[src/rtl/crc_pkg.sv]
// Shared widths, lane/empty types and FSM states for the 64-to-256 packer
// that feeds the 256-bit CRC32 engine.
package crc_pkg;

  localparam int DATA_W_IN  = 64;
  localparam int DATA_W_OUT = 256;
  localparam int BYTES_OUT  = 32;
  localparam int LANES      = DATA_W_OUT / DATA_W_IN;

  typedef logic [1:0] lane_t;
  typedef logic [2:0] empty_in_t;
  typedef logic [4:0] empty_out_t;

  typedef enum logic {IDLE, PKT} state_t;

endpackage

[src/rtl/pkt_lane_acc.sv]
// 256-bit accumulator: drops a 64-bit word into the selected lane and exposes
// the merged word so the top can register it in the same cycle it completes.
module pkt_lane_acc
  import crc_pkg::*;
#(
  parameter bit ZERO_FILL = 1'b1
) (
  input  logic                  clk,
  input  logic                  rst_n,
  input  logic                  clr,
  input  logic                  wr,
  input  lane_t                 lane,
  input  logic [DATA_W_IN-1:0]  data,
  output logic [DATA_W_OUT-1:0] merged
);

  logic [DATA_W_OUT-1:0] acc;

  // Lanes above the one being written belong to no word yet, so zero-fill clears them.
  always_comb begin
    merged = acc;
    for (int i = 0; i < LANES; i++) begin
      if (i == int'(lane)) begin
        merged[DATA_W_OUT-1-DATA_W_IN*i -: DATA_W_IN] = data;
      end else if (ZERO_FILL && (i > int'(lane))) begin
        merged[DATA_W_OUT-1-DATA_W_IN*i -: DATA_W_IN] = '0;
      end
    end
  end

  always_ff @(posedge clk or negedge rst_n) begin
    if (!rst_n) begin
      acc <= '0;
    end else if (clr) begin
      acc <= '0;
    end else if (wr) begin
      acc <= merged;
    end
  end

endmodule

[src/rtl/pkt_pack_64to256.sv]
// Packs a 64-bit SoP/EoP/empty packet stream into 256-bit words with the
// qualifiers, byte count and framing-error pulse the CRC engine expects.
module pkt_pack_64to256
  import crc_pkg::*;
#(
  parameter int LEN_W     = 16,
  parameter bit ZERO_FILL = 1'b1
) (
  input  logic                  i_Clk,
  input  logic                  i_RstN,
  input  logic                  i_Clr,
  input  logic [DATA_W_IN-1:0]  iv_Data,
  input  logic                  i_Dv,
  input  logic                  i_SoP,
  input  logic                  i_EoP,
  input  empty_in_t             i3_Empty,
  output logic [DATA_W_OUT-1:0] ov_Data,
  output logic                  o_Dv,
  output logic                  o_SoP,
  output logic                  o_EoP,
  output empty_out_t            o5_SoPEmpty,
  output empty_out_t            o5_EoPEmpty,
  output logic                  o_LenV,
  output logic [LEN_W-1:0]      oN_Len,
  output logic                  o_Err
);

  state_t                state;
  lane_t                 k;
  logic [LEN_W-1:0]      cnt;
  logic                  sop_pend;

  logic                  accept;
  logic                  emit;
  logic                  frame_err;
  logic                  ovf;
  lane_t                 wr_lane;
  logic [LEN_W-1:0]      base_cnt;
  logic [LEN_W:0]        cnt_sum;
  logic [LEN_W:0]        len_sum;
  logic [LEN_W-1:0]      cnt_sat;
  logic [LEN_W-1:0]      len_sat;
  logic [3:0]            len_add;
  logic [5:0]            valid_bytes;
  empty_out_t            eop_empty;
  logic [DATA_W_OUT-1:0] merged;

  // A SoP always restarts in lane 0 with a fresh count, abandoning any partial packet.
  always_comb begin
    accept      = i_Dv & (i_SoP | (state == PKT));
    wr_lane     = i_SoP ? lane_t'(0) : k;
    emit        = accept & (i_EoP | (wr_lane == lane_t'(LANES - 1)));
    base_cnt    = i_SoP ? '0 : cnt;
    len_add     = 4'd8 - {1'b0, i3_Empty};
    cnt_sum     = {1'b0, base_cnt} + (LEN_W+1)'(8);
    len_sum     = {1'b0, base_cnt} + (LEN_W+1)'(len_add);
    cnt_sat     = cnt_sum[LEN_W] ? '1 : cnt_sum[LEN_W-1:0];
    len_sat     = len_sum[LEN_W] ? '1 : len_sum[LEN_W-1:0];
    valid_bytes = {1'b0, wr_lane, 3'b000} + 6'(len_add);
    eop_empty   = empty_out_t'(6'(BYTES_OUT) - valid_bytes);
    frame_err   = i_Dv & (i_SoP ? (state == PKT) : (state == IDLE));
    ovf         = accept & i_EoP & len_sum[LEN_W];
  end

  pkt_lane_acc #(
    .ZERO_FILL(ZERO_FILL)
  ) u_acc (
    .clk    (i_Clk),
    .rst_n  (i_RstN),
    .clr    (i_Clr),
    .wr     (accept),
    .lane   (wr_lane),
    .data   (iv_Data),
    .merged (merged)
  );

  always_ff @(posedge i_Clk or negedge i_RstN) begin
    if (!i_RstN) begin
      state       <= IDLE;
      k           <= '0;
      cnt         <= '0;
      sop_pend    <= 1'b0;
      ov_Data     <= '0;
      o_Dv        <= 1'b0;
      o_SoP       <= 1'b0;
      o_EoP       <= 1'b0;
      o5_SoPEmpty <= '0;
      o5_EoPEmpty <= '0;
      o_LenV      <= 1'b0;
      oN_Len      <= '0;
      o_Err       <= 1'b0;
    end else if (i_Clr) begin
      state       <= IDLE;
      k           <= '0;
      cnt         <= '0;
      sop_pend    <= 1'b0;
      ov_Data     <= '0;
      o_Dv        <= 1'b0;
      o_SoP       <= 1'b0;
      o_EoP       <= 1'b0;
      o5_SoPEmpty <= '0;
      o5_EoPEmpty <= '0;
      o_LenV      <= 1'b0;
      oN_Len      <= '0;
      o_Err       <= 1'b0;
    end else begin
      o_Dv        <= emit;
      o_SoP       <= emit & (i_SoP | sop_pend);
      o_EoP       <= emit & i_EoP;
      o5_EoPEmpty <= (emit & i_EoP) ? eop_empty : '0;
      o_LenV      <= emit & i_EoP;
      o_Err       <= frame_err | ovf;
      if (emit) begin
        ov_Data <= merged;
      end
      if (emit & i_EoP) begin
        oN_Len <= len_sat;
      end
      // Counter saturates mid-packet; the EoP add then overflows again and flags it.
      if (accept) begin
        if (emit & i_EoP) begin
          state    <= IDLE;
          k        <= '0;
          cnt      <= '0;
          sop_pend <= 1'b0;
        end else if (emit) begin
          state    <= PKT;
          k        <= '0;
          cnt      <= cnt_sat;
          sop_pend <= 1'b0;
        end else begin
          state    <= PKT;
          k        <= wr_lane + lane_t'(1);
          cnt      <= cnt_sat;
          sop_pend <= i_SoP | sop_pend;
        end
      end
    end
  end

endmodule

[config.mk]
export PLATFORM = sky130hd
export DESIGN_NAME = pkt_pack_64to256
export DESIGN_NICKNAME = d
export VERILOG_FILES = /design/src/rtl/crc_pkg.sv /design/src/rtl/pkt_lane_acc.sv /design/src/rtl/pkt_pack_64to256.sv
export SDC_FILE = /design/constraint.sdc
export NUM_CORES = 1
export LEC_CHECK = 0
export ABC_AREA = 1
export CORE_ASPECT_RATIO = 1.25
export CORE_MARGIN = 4
export CORE_UTILIZATION = 42
export DETAILED_ROUTE_END_ITERATION = 10
export DONT_BUFFER_PORTS = 1
export PLACE_DENSITY = 0.57
export SYNTH_ARGS = -nofsm -noshare
export SYNTH_HDL_FRONTEND = slang
export SYNTH_SLANG_ARGS = --single-unit
[constraint.sdc]
create_clock -name i_Clk -period 3.8 [get_ports i_Clk]
set_input_delay 0.95 -clock i_Clk [delete_from_list [all_inputs] [get_ports i_Clk]]
set_output_delay 0.95 -clock i_Clk [all_outputs]
set_load 0.01 [all_outputs]
==> flow_summary.toml <==
[synthesis]
muxShareOfSynthArea = 0
synth_area_leader_cell = "dfrtp_1"
synth_top_area_frac = 0.557
synth_cell_type_count = 36
synth.avg_cell_area_um2 = 8.62
syn_inst = 2568
synth_warnings = 0
ys_seq_area_frac = 0.557
synthAdderAreaFrac = 0.00938
synthTopCellsByArea = "dfrtp_1, nand2_1, o21ai_1"
synth_top_family_by_area = "simple AND/OR/NAND/NOR gates"
synth_xor_area_frac = 0.00277
yosys.area_share.simple = 0.192
syn_area_um2 = 22100
ys_ff_latch = 493
synth-compound-area-share = 0.168

[sta]
period_needed_ns = 2.61
finClkSkew_ns = 0.00823
setup_tns_ns = 0
slew_viol_final = 358
layout_setup_ws_ns = 1.19
hold_slack_ns = 0.0619
hold_viol = 0
fmax_mhz = 383
rsz0062_at_grt = "false"
finalCritPeriodShare = 0.687
setup_viol_count_final = 0
worstMarginPinSlew_ns = 2.93
slew_headroom = -0.953

[placed_design]
pre_cts_slack_ns = 0.624
placed_cell_area_um2 = 22200
routabilityCongestion = 0.840
port_buffers = 0
hpwl_mm = 38.4

[setup_path]
critPathBufInv = 3
endpoint_kind = "flip-flop"
path_class = "reg -> reg"
cp_top_family = "buffers and inverters"
critical_path.max_fanout = 74
crit_path_top_delay_cell = "buf_4"
cp.required_ns = 4.29
start_kind = "flip-flop"
path_cells = "inv_1 -> nor2_1 -> inv_1 -> ha_4 -> buf_4 -> o21ai_0 -> o21ai_0"
crit_arrival_ns = 3.10
cpPeakStageDelay_ns = 0.70

[power]
intPower_w = 0.00871
combPwrFrac = 0.067
p_leak_nw = 11.6
p_clk_frac = 0.438
seqPwrFrac = 0.495
power_density_nw_per_um2 = 487
swShare = 0.252
ir_drop_v = 0.000362
p_sw_w = 0.00294

[detailed_routing]
via_per_inst = 5.37
detail_route.iter0.violations = 1376
drc = 0
wl_per_cell_um = 19.7
first_pass_iters = 5
num_vias = 17000
ant_nets = 0
wl_mm = 62.4

[clock_tree]
cts_root_buffer = "clkbuf_16"
clk_latency_ns = 0.58
cts_setup_buffers = 0
cts_resized = 0
clk_pin_slew_worst_paths_ns = 0.06
cts_sinks = 493
cts_tree = "built"
hold_buffers = 0
cts_buffer_depth = 3
cts_made_buffers = 51
cts_max_level = 2

[die]
dieArea_um2 = 56500
die_y_um = 265
die_width_um = 213
rows = 93
ios = 360
initial_core_util = 0.426
core_um2 = 51900

[layout]
fin_area_um2 = 23900
finalNetCount = 2547
area.growth.synth_to_final_pct = 8.06
drive_gt1_frac = 0.0629
final_util = 0.461
antenna_cells = 0

[status]
status = "complete, but fails checks"
violations = "max-slew violations"

[min_path]
hold_class = "in -> async"

[global_route]
overflow = 0
use_met1 = 0.289
met3_usage = 0.0533
grt_max_degree = 494
antenna_found_initial = 0
grt_pass1_vias = 16500
grtUsageMet2 = 0.348
grt_pass1_wl_mm = 98.1
track_usage = 0.216
grt.busiest_layer = "met2"

[run]
drv_cap = 0
## cells in the final DEF (no fill, tap or decap), types with 4 or more instances in the layout
master | netlist | routed
nand2_1 | 933 | 933
dfrtp_1 | 493 | 493
o21ai_1 | 206 | 206
o21ai_0 | 189 | 189
a21oi_1 | 133 | 133
inv_1 | 113 | 112
o211ai_1 | 65 | 65
a211oi_1 | 64 | 64
nand3_1 | 56 | 55
clkbuf_16 | 0 | 53
nor2_1 | 41 | 41
buf_4 | 16 | 19
ha_1 | 15 | 13
clkbuf_8 | 0 | 13
clkinv_2 | 0 | 10
clkbuf_1 | 75 | 10
inv_2 | 11 | 9
nor2_2 | 8 | 8
nand4_1 | 7 | 7
buf_12 | 0 | 7
nand3_2 | 6 | 6
nor2_4 | 6 | 6
o21ai_2 | 6 | 6
xor2_1 | 5 | 5
conb_1 | 1 | 5
nand2_2 | 4 | 4
## kinds of logic (layout without fill, tap and decap cells)
| kind of cell | Yosys count | in the layout |
|---|---|---|
| xor+xnor | 7 | 7 |
| flops | 493 | 493 |
| buf+inv | 318 | 242 |
| simple gates | 1065 | 1065 |
| fa+ha+maj | 16 | 16 |
| compound gates | 668 | 668 |
| other cells | 1 | 5 |
## final cells by class
class,count,area [um^2]
fill,5011,28000
sequential,493,12300
multi-input combinational,1761,8270
clock buffer,76,1540
tap,665,832
inverter,125,487
timing repair buffer,26,283
clock inverter,15,161
## synth_stat cells
cell type	instances
nand2_1	933
dfrtp_1	493
o21ai_1	206
o21ai_0	189
a21oi_1	133
inv_1	113
clkbuf_1	75
o211ai_1	65
a211oi_1	64
nand3_1	56
buf_2	55
nor2_1	41
buf_6	33
buf_4	16
ha_1	15
buf_1	12
inv_2	11
nor2_2	8
nand4_1	7
nand3_2	6
nor2_4	6
o21ai_2	6
xor2_1	5
nand2_2	4
clkbuf_2	2
nor2_8	2
o31ai_1	2
xnor2_1	2
a22oi_1	1
conb_1	1
fa_1	1
inv_4	1
nand2_4	1
nor3_1	1
o21a_1	1
o21ai_4	1
## worst reg2reg max path, stage by stage (launching register included)
cell	delay, ns
dfrtp_1	0.36
inv_1	0.07
nor2_1	0.09
inv_1	0.17
ha_4	0.55
buf_4	0.72
o21ai_0	0.32
o21ai_0	0.24
## power by group through the flow
| stage | clock network, W | registers, W | logic (W) |
|---|---|---|---|
| 2_1_floorplan | 0 | 0.00576 | 0.000662 |
| 3_3_place_gp | 0 | 0.00585 | 0.000772 |
| 3_5_place_dp | 0 | 0.00586 | 0.000795 |
| 4_1_cts | 0.00524 | 0.00576 | 0.000798 |
| 5_1_grt | 0.00545 | 0.00578 | 0.000894 |
| 6_report | 0.00510 | 0.00576 | 0.000785 |
## final timing paths
| kind | startpoint | to | slack (ns) | cells after the start |
|---|---|---|---|---|
| max reg2reg | k[0] | u_acc.acc[196] | 1.19 | 7 |
| min | i_RstN | ov_Data[78] | 0.06 | 0 |
| min in group i_Clk | u_acc.acc[148] | u_acc.acc[148] | 0.48 | 2 |
| max in group asynchronous | i_RstN | u_acc.acc[141] | 1.43 | 0 |
| max | k[0] | u_acc.acc[196] | 1.19 | 7 |
| min reg2reg | u_acc.acc[148] | u_acc.acc[148] | 0.48 | 2 |
## metrics by stage
stage               total power [W]  instances
finish                       0.0117       3161
global route                 0.0121       3161
CTS                          0.0118       3161
detailed placement          0.00665       3070
global placement            0.00663       3070
floorplan                   0.00642       2572
## sequential cells by signal (all words and copies together), names as in the netlist
register     cells
ov_Data        256
k                2
o_Dv             1
o_LenV           1
oN_Len          16
state            1
o5_EoPEmpty      5
o_Err            1
cnt             16
sop_pend         1
u_acc.acc      192
o_SoP            1
## routing by layer
metal  vias up  wire (um)  part of all wire
met5         -          0                 0
met1      8185      26300              0.42
met2       489      29400              0.47
met4         0       2130             0.034
met3       107       4430             0.071
li1       8200          -                 -
Note: power is estimated with default switching activity, not from simulation.
